===== src/rtl/sha256_stream_core_if.sv =====
// Block-in / digest-out stream bundle for sha256_stream_core.
// valid/ready: a block transfers on a rising edge with blockValid && blockReady; a digest on digestValid && digestReady.
interface sha256_stream_core_if;
    logic [511:0] blockIn;
    logic         blockValid;
    logic         blockReady;
    logic         lastBlock;
    logic         useMidstate;
    logic [255:0] midstateIn;
    logic [255:0] digest;
    logic         digestValid;
    logic         digestReady;
    logic         busy;
    logic [1:0]   dbg_state;

    modport master (
        output blockIn, blockValid, lastBlock, useMidstate, midstateIn, digestReady,
        input  blockReady, digest, digestValid, busy, dbg_state
    );

    modport slave (
        input  blockIn, blockValid, lastBlock, useMidstate, midstateIn, digestReady,
        output blockReady, digest, digestValid, busy, dbg_state
    );
endinterface


===== src/rtl/sha256_stream_core.sv =====
// Streaming SHA-256 core: one pre-padded 512-bit block per transfer, chaining across blocks,
// ROUNDS_PER_CYCLE compression rounds per clock with a rolling 16-word schedule window.
module sha256_stream_core #(
    parameter int ROUNDS_PER_CYCLE = 1
) (
    input logic                 clk,
    input logic                 n_rst,
    sha256_stream_core_if.slave core_if
);

    generate
        if (ROUNDS_PER_CYCLE != 1 && ROUNDS_PER_CYCLE != 2 && ROUNDS_PER_CYCLE != 4) begin : g_bad_rpc
            $error("sha256_stream_core: ROUNDS_PER_CYCLE must be 1, 2 or 4");
        end
    endgenerate

    typedef enum logic [1:0] {IDLE, ROUNDS, FINAL, DONE} state_t;
    typedef logic [0:7][31:0]  vars_t;
    typedef logic [0:15][31:0] win_t;
    typedef logic [0:19][31:0] ext_t;

    localparam logic [5:0] RPC_STEP = 6'(ROUNDS_PER_CYCLE);
    localparam logic [5:0] LAST_RND = 6'(64 - ROUNDS_PER_CYCLE);

    localparam vars_t IV = {
        32'h6a09e667, 32'hbb67ae85, 32'h3c6ef372, 32'ha54ff53a,
        32'h510e527f, 32'h9b05688c, 32'h1f83d9ab, 32'h5be0cd19
    };

    localparam logic [0:63][31:0] K = {
        32'h428a2f98, 32'h71374491, 32'hb5c0fbcf, 32'he9b5dba5, 32'h3956c25b, 32'h59f111f1, 32'h923f82a4, 32'hab1c5ed5,
        32'hd807aa98, 32'h12835b01, 32'h243185be, 32'h550c7dc3, 32'h72be5d74, 32'h80deb1fe, 32'h9bdc06a7, 32'hc19bf174,
        32'he49b69c1, 32'hefbe4786, 32'h0fc19dc6, 32'h240ca1cc, 32'h2de92c6f, 32'h4a7484aa, 32'h5cb0a9dc, 32'h76f988da,
        32'h983e5152, 32'ha831c66d, 32'hb00327c8, 32'hbf597fc7, 32'hc6e00bf3, 32'hd5a79147, 32'h06ca6351, 32'h14292967,
        32'h27b70a85, 32'h2e1b2138, 32'h4d2c6dfc, 32'h53380d13, 32'h650a7354, 32'h766a0abb, 32'h81c2c92e, 32'h92722c85,
        32'ha2bfe8a1, 32'ha81a664b, 32'hc24b8b70, 32'hc76c51a3, 32'hd192e819, 32'hd6990624, 32'hf40e3585, 32'h106aa070,
        32'h19a4c116, 32'h1e376c08, 32'h2748774c, 32'h34b0bcb5, 32'h391c0cb3, 32'h4ed8aa4a, 32'h5b9cca4f, 32'h682e6ff3,
        32'h748f82ee, 32'h78a5636f, 32'h84c87814, 32'h8cc70208, 32'h90befffa, 32'ha4506ceb, 32'hbef9a3f7, 32'hc67178f2
    };

    function automatic logic [31:0] rotr(input logic [31:0] x, input int n);
        return (x >> n) | (x << (32 - n));
    endfunction

    function automatic logic [31:0] bsig0(input logic [31:0] x);
        return rotr(x, 2) ^ rotr(x, 13) ^ rotr(x, 22);
    endfunction

    function automatic logic [31:0] bsig1(input logic [31:0] x);
        return rotr(x, 6) ^ rotr(x, 11) ^ rotr(x, 25);
    endfunction

    function automatic logic [31:0] ssig0(input logic [31:0] x);
        return rotr(x, 7) ^ rotr(x, 18) ^ (x >> 3);
    endfunction

    function automatic logic [31:0] ssig1(input logic [31:0] x);
        return rotr(x, 17) ^ rotr(x, 19) ^ (x >> 10);
    endfunction

    // Window words 0..15 are W[t..t+15]; 16..19 are the next words the window will shift in.
    function automatic ext_t extend(input win_t w);
        ext_t x;
        for (int i = 0; i < 16; i++) x[i] = w[i];
        for (int i = 16; i < 20; i++) x[i] = ssig1(x[i-2]) + x[i-7] + ssig0(x[i-15]) + x[i-16];
        return x;
    endfunction

    function automatic vars_t run_rounds(input vars_t v_in, input ext_t x, input logic [5:0] t0);
        vars_t       v;
        logic [31:0] t1;
        logic [31:0] t2;
        v = v_in;
        for (int r = 0; r < ROUNDS_PER_CYCLE; r++) begin
            t1 = v[7] + bsig1(v[4]) + ((v[4] & v[5]) ^ (~v[4] & v[6])) + K[t0 + 6'(r)] + x[r];
            t2 = bsig0(v[0]) + ((v[0] & v[1]) ^ (v[0] & v[2]) ^ (v[1] & v[2]));
            v  = {t1 + t2, v[0], v[1], v[2], v[3] + t1, v[4], v[5], v[6]};
        end
        return v;
    endfunction

    function automatic vars_t add_vars(input vars_t p, input vars_t q);
        vars_t s;
        for (int i = 0; i < 8; i++) s[i] = p[i] + q[i];
        return s;
    endfunction

    state_t       state_q, state_d;
    logic         open_q, open_d;
    logic         last_q, last_d;
    vars_t        h_q, h_d;
    vars_t        v_q, v_d;
    win_t         w_q, w_d;
    logic [5:0]   rnd_q, rnd_d;
    logic [255:0] digest_q, digest_d;
    logic         dvalid_q, dvalid_d;

    logic  ready;
    logic  accept;
    vars_t seed;
    ext_t  sched;
    vars_t rounds_v;
    vars_t h_sum;

    // Gated by n_rst so nothing is offered while reset is held.
    assign ready    = (state_q == IDLE) && n_rst;
    assign accept   = core_if.blockValid && ready;
    assign seed     = core_if.useMidstate ? core_if.midstateIn : IV;
    assign sched    = extend(w_q);
    assign rounds_v = run_rounds(v_q, sched, rnd_q);
    assign h_sum    = add_vars(h_q, v_q);

    always_comb begin
        state_d  = state_q;
        open_d   = open_q;
        last_d   = last_q;
        h_d      = h_q;
        v_d      = v_q;
        w_d      = w_q;
        rnd_d    = rnd_q;
        digest_d = digest_q;
        dvalid_d = dvalid_q;
        case (state_q)
            IDLE: begin
                if (accept) begin
                    w_d     = core_if.blockIn;
                    last_d  = core_if.lastBlock;
                    rnd_d   = '0;
                    open_d  = 1'b1;
                    state_d = ROUNDS;
                    // A first block seeds H as well, so FINAL adds the same value it started from.
                    if (open_q) begin
                        v_d = h_q;
                    end else begin
                        h_d = seed;
                        v_d = seed;
                    end
                end
            end
            ROUNDS: begin
                v_d = rounds_v;
                for (int i = 0; i < 16; i++) w_d[i] = sched[i + ROUNDS_PER_CYCLE];
                rnd_d = rnd_q + RPC_STEP;
                if (rnd_q == LAST_RND) state_d = FINAL;
            end
            FINAL: begin
                h_d = h_sum;
                if (last_q) begin
                    digest_d = h_sum;
                    dvalid_d = 1'b1;
                    state_d  = DONE;
                end else begin
                    state_d = IDLE;
                end
            end
            DONE: begin
                if (core_if.digestReady) begin
                    dvalid_d = 1'b0;
                    open_d   = 1'b0;
                    state_d  = IDLE;
                end
            end
            default: state_d = IDLE;
        endcase
    end

    always_ff @(posedge clk or negedge n_rst) begin
        if (!n_rst) begin
            state_q  <= IDLE;
            open_q   <= 1'b0;
            last_q   <= 1'b0;
            h_q      <= '0;
            v_q      <= '0;
            w_q      <= '0;
            rnd_q    <= '0;
            digest_q <= '0;
            dvalid_q <= 1'b0;
        end else begin
            state_q  <= state_d;
            open_q   <= open_d;
            last_q   <= last_d;
            h_q      <= h_d;
            v_q      <= v_d;
            w_q      <= w_d;
            rnd_q    <= rnd_d;
            digest_q <= digest_d;
            dvalid_q <= dvalid_d;
        end
    end

    assign core_if.blockReady  = ready;
    assign core_if.busy        = (state_q != IDLE);
    assign core_if.digest      = digest_q;
    assign core_if.digestValid = dvalid_q;
    assign core_if.dbg_state   = state_q;

endmodule


===== src/flat_wrapper.sv =====
// flat-port wrapper written by rule: the top's interface ports become plain ports
module sha256_stream_core_flat 
#(
    parameter int ROUNDS_PER_CYCLE = 1
)
  (clk, n_rst, core_if_blockIn, core_if_blockValid, core_if_lastBlock, core_if_useMidstate, core_if_midstateIn, core_if_digestReady, core_if_blockReady, core_if_digest, core_if_digestValid, core_if_busy, core_if_dbg_state);
  sha256_stream_core_if core_if_i ();
  input logic clk;
  input logic n_rst;
  input wire logic [$bits(core_if_i.blockIn)-1:0] core_if_blockIn;
  input wire logic [$bits(core_if_i.blockValid)-1:0] core_if_blockValid;
  input wire logic [$bits(core_if_i.lastBlock)-1:0] core_if_lastBlock;
  input wire logic [$bits(core_if_i.useMidstate)-1:0] core_if_useMidstate;
  input wire logic [$bits(core_if_i.midstateIn)-1:0] core_if_midstateIn;
  input wire logic [$bits(core_if_i.digestReady)-1:0] core_if_digestReady;
  output wire logic [$bits(core_if_i.blockReady)-1:0] core_if_blockReady;
  output wire logic [$bits(core_if_i.digest)-1:0] core_if_digest;
  output wire logic [$bits(core_if_i.digestValid)-1:0] core_if_digestValid;
  output wire logic [$bits(core_if_i.busy)-1:0] core_if_busy;
  output wire logic [$bits(core_if_i.dbg_state)-1:0] core_if_dbg_state;
  assign core_if_i.blockIn = core_if_blockIn;
  assign core_if_i.blockValid = core_if_blockValid;
  assign core_if_i.lastBlock = core_if_lastBlock;
  assign core_if_i.useMidstate = core_if_useMidstate;
  assign core_if_i.midstateIn = core_if_midstateIn;
  assign core_if_i.digestReady = core_if_digestReady;
  assign core_if_blockReady = core_if_i.blockReady;
  assign core_if_digest = core_if_i.digest;
  assign core_if_digestValid = core_if_i.digestValid;
  assign core_if_busy = core_if_i.busy;
  assign core_if_dbg_state = core_if_i.dbg_state;
  sha256_stream_core #(.ROUNDS_PER_CYCLE(ROUNDS_PER_CYCLE)) u_core (.clk(clk), .n_rst(n_rst), .core_if(core_if_i));
endmodule

===== config.mk =====
export PLATFORM = sky130hd
export DESIGN_NAME = sha256_stream_core_flat
export DESIGN_NICKNAME = d
export VERILOG_FILES = /design/src/rtl/sha256_stream_core_if.sv /design/src/rtl/sha256_stream_core.sv /design/src/flat_wrapper.sv
export SDC_FILE = /design/constraint.sdc
export NUM_CORES = 2
export LEC_CHECK = 0
export CAP_MARGIN = 20
export CORE_ASPECT_RATIO = 1.4
export CORE_MARGIN = 5
export CORE_UTILIZATION = 45
export DETAILED_ROUTE_END_ITERATION = 8
export DONT_BUFFER_PORTS = 1
export SLEW_MARGIN = 20
export SYNTH_ARGS = -nofsm -noshare
export SYNTH_HDL_FRONTEND = slang
export SYNTH_SLANG_ARGS = --single-unit

===== constraint.sdc =====
create_clock -name clk -period 8.1 [get_ports clk]
set_input_delay 0.81 -clock clk [delete_from_list [all_inputs] [get_ports clk]]
set_output_delay 0.81 -clock clk [all_outputs]
set_load 0.01 [all_outputs]

==> results.yml <==
grt:
  grt-ovfl-total: 0
  first_global_vias: 75030
  grt_start_max_net_pins: 283
  antenna_found_initial: 98
  grt_pass1_wl_um: 567400
  grtUsageTotal_pct: 40.71
setup_path:
  r2r_end: "u_core.rounds_v[219]"
  timing.rr.start: "u_core.rnd_q[1]"
  r2r_setup_slack_ns: 0.16
  slowest_delay_ns: 0.56
  crit_start: "u_core.rnd_q[1]"
  cp-end-kind: "register"
  reg2regPathDepth: 37
  crit_top_cell: "buf_4"
  required_ns: 8.76
  arrival_ns: 8.60
  cp_slowest_cell: "mux4_2"
  worst-setup-path-type: "register to register"
  worstSetupStartpointType: "register"
  crit_fanout: 7
logic_synthesis:
  avgSynthCellArea_um2: 8.483
  synth_area_leaders: "dfrtp_1, nand2_1, ha_1"
  synth_fp_nets: 11160
  syn_inst: 9793
  yosys_warnings: 0
  ys_seq_area_share_pct: 38.89
  synth.distinct_cells: 87
  synth-main-ff-cell: "dfrtp_1"
  synth_top_area_share_pct: 38.89
  yosysTopAreaCell: "dfrtp_1"
  synthArstFlopShare_pct: 100.0
  synth_edf_count: 0
  synth_seq_cells: 1291
  syn_area_um2: 83070
clock_network:
  clock_latency_ns: 0.84
  clkTransAtPathRegs_ns: 0.08
  cts_tree: "yes"
  cts-root-buf: "clkbuf_16"
  htreeDepth: 4
  cts_max_path_buffers: 3
  cts_sinks: 1291
  cts_buffers: 142
floorplanning:
  fp.coreArea_um2: 183600
  num_rows: 186
  initial_utilization_pct: 45.24
  dieHeight_um: 518.4
  ios: 1035
  fp.dieArea_um2: 193400
  die_x_um: 373.1
routing:
  wl_per_cell_um: 33.10
  viasPerCell: 6.234
  drt-total-wl_um: 408900
  vias: 77010
  drtIter0Drc: 7480
  ant_nets: 0
  first_pass_iters: 8
  drc: 0
final_layout:
  nets: 11100
  area_delta_synth_final_pct: 12.87
  drive_above_1_share_pct: 9.741
timing:
  finClkSkew_ns: 0.05160
  tns_ns: 0
  final-hold-violation-count: 0
  maxSlewHeadroom_pct: 20.92
  fmax_ghz: 0.1259
  setup_viol: 0
  min_period_over_period_pct: 98.05
  period_minus_slack_ns: 7.942
  rsz0062_at_grt: "yes"
  tightest_slew_ns: 1.177
  finalMaxSlewViolations: 0
placed_design:
  dp_hpwl_um: 320100
  place.gp.congestion: 1.023
  port-buffer-count: 0
hold_path:
  hold_class: "input port to register"
  min_from: "core_if_lastBlock"
  whs_endpoint: "u_core.last_q"
  whs_path_depth: 2
flow_run:
  timing.max_cap.violations: 0
status:
  status: "finished clean"
-- per-stage QoR --
stage                     cell area [µm²]  hold slack (ns)  setup slack, ns  utilization, %  std cells
after detailed placement            87740           0.4907          -0.5948           47.78      12020
after CTS                           92980          0.04060         0.003439           50.64      12280
after floorplan                     83080           0.4497         0.007202               -       9793
final                               93760          0.09572           0.1577           51.06      12350
after global placement              87520           0.4663          -0.6548           47.66      12010
after global routing                93690          0.08390         -0.06525           51.03      12330
-- Yosys cell counts, types with 35 or more instances --
cell / number
a21o_1: 153
nand4_1: 35
fa_1: 195
nand2b_1: 62
a21oi_1: 663
inv_1: 208
nor2_1: 1001
ha_1: 394
o21ai_0: 726
o22ai_1: 161
nand2_1: 1792
and3_1: 40
nand3_1: 88
clkbuf_1: 667
a211oi_1: 112
a31oi_1: 566
nor2b_1: 40
o221ai_1: 79
a221oi_1: 40
o211ai_1: 75
buf_1: 61
a221o_1: 63
dfrtp_1: 1291
xnor2_1: 404
mux2_2: 36
o21a_1: 43
nor3_1: 83
o21bai_1: 56
xor2_1: 182
a22oi_1: 104
-- area by class of cell --
type                    count  area (µm²)
inverters                 211       797.0
repair buffers            525        4429
multi-input cells        7562       47930
well taps                2444        3058
flip-flops and latches   1291       32320
clock inverters            62       947.2
fillers                 17530       89860
clock buffers             194        4123
diodes                     64       160.2
-- metal layers --
| layer | vias up | GRT usage, % | part of all wire, % |
|---|---|---|---|
| met1 | 37950 | 43.51 | 34 |
| met4 | 66 | 33.96 | 10 |
| met2 | 3558 | 66.25 | 46 |
| met3 | 1071 | 12.25 | 8.8 |
| li1 | 34360 | - | - |
| met5 | - | 0 | 0.10 |
-- cells by family after synthesis --
logic type | synth area share, %
adder cells (fa/ha/maj) | 10.95
buffers and inverters | 4.249
flip-flops | 38.89
AND/OR/NAND/NOR | 15.89
XOR/XNOR | 6.178
AO/OA/AOI/OAI | 22.91
multiplexers | 0.9428
-- worst max path at each step --
stage                           end  slack (ns)  cells past startpoint
2_1_floorplan  u_core.rounds_v[222]       0.007                     34
3_3_place_gp   u_core.rounds_v[223]       -0.65                     33
6_report       u_core.rounds_v[219]        0.16                     37
3_5_place_dp   u_core.rounds_v[223]       -0.59                     31
4_1_cts        u_core.rounds_v[205]       0.003                     33
5_1_grt        u_core.rounds_v[222]       -0.07                     35
-- critical path, delay by kind of cell (launching register included) --
family / cells / cell delay, ns
AO/OA/AOI/OAI: 11 / 1.92
XOR/XNOR: 2 / 0.28
adder cells (fa/ha/maj): 7 / 2.75
buffers and inverters: 11 / 1.34
flip-flops: 1 / 0.43
multiplexers: 1 / 0.56
AND/OR/NAND/NOR: 5 / 0.48
-- cells in the final DEF, fill, tap and decap left out, drive strengths merged, types with 40 or more instances in the layout --
| cell type | synthesis | layout |
|---|---|---|
| a221oi | 40 | 40 |
| clkbuf | 668 | 194 |
| xor2 | 182 | 182 |
| nand2b | 62 | 62 |
| buf | 61 | 524 |
| dfrtp | 1291 | 1291 |
| a21oi | 664 | 664 |
| a31oi | 566 | 566 |
| xnor2 | 404 | 404 |
| nor2b | 40 | 40 |
| o22ai | 161 | 161 |
| inv | 210 | 220 |
| a22oi | 104 | 104 |
| a221o | 63 | 63 |
| ha | 394 | 394 |
| diode | 0 | 64 |
| a211oi | 116 | 116 |
| o211ai | 76 | 76 |
| a21o | 153 | 153 |
| nand3 | 88 | 88 |
| nor2 | 1001 | 1001 |
| o21a | 43 | 43 |
| o221ai | 79 | 79 |
| nor3 | 83 | 83 |
| and3 | 40 | 40 |
| fa | 195 | 195 |
| nand2 | 1792 | 1792 |
| o21ai | 740 | 740 |
| o21bai | 56 | 56 |
-- state kept, by name (all words and copies together) (netlist names) --
name                        flops
u_core.core_if.dbg_state        2
u_core.core_if.digest         256
u_core.core_if.digestValid      1
u_core.h_q                    256
u_core.last_q                   1
u_core.open_q                   1
u_core.rnd_q                    6
u_core.rounds_v               192
u_core.sched                  512
u_core.v_q                     64
-- what timing repair did --
action | CTS | global route
buffers inserted | 3 | 12
gates cloned | 0 | 0
pin swaps | 10 | 42
setup endpoints to repair | 13 | 18
resized for setup | 33 | 110
hold endpoints to repair | 0 | 85
hold buffers | 0 | 1
Power is left out: the tool's default activity adds up to more than one toggle a clock period on the data nets, which glitch-free logic cannot reach.
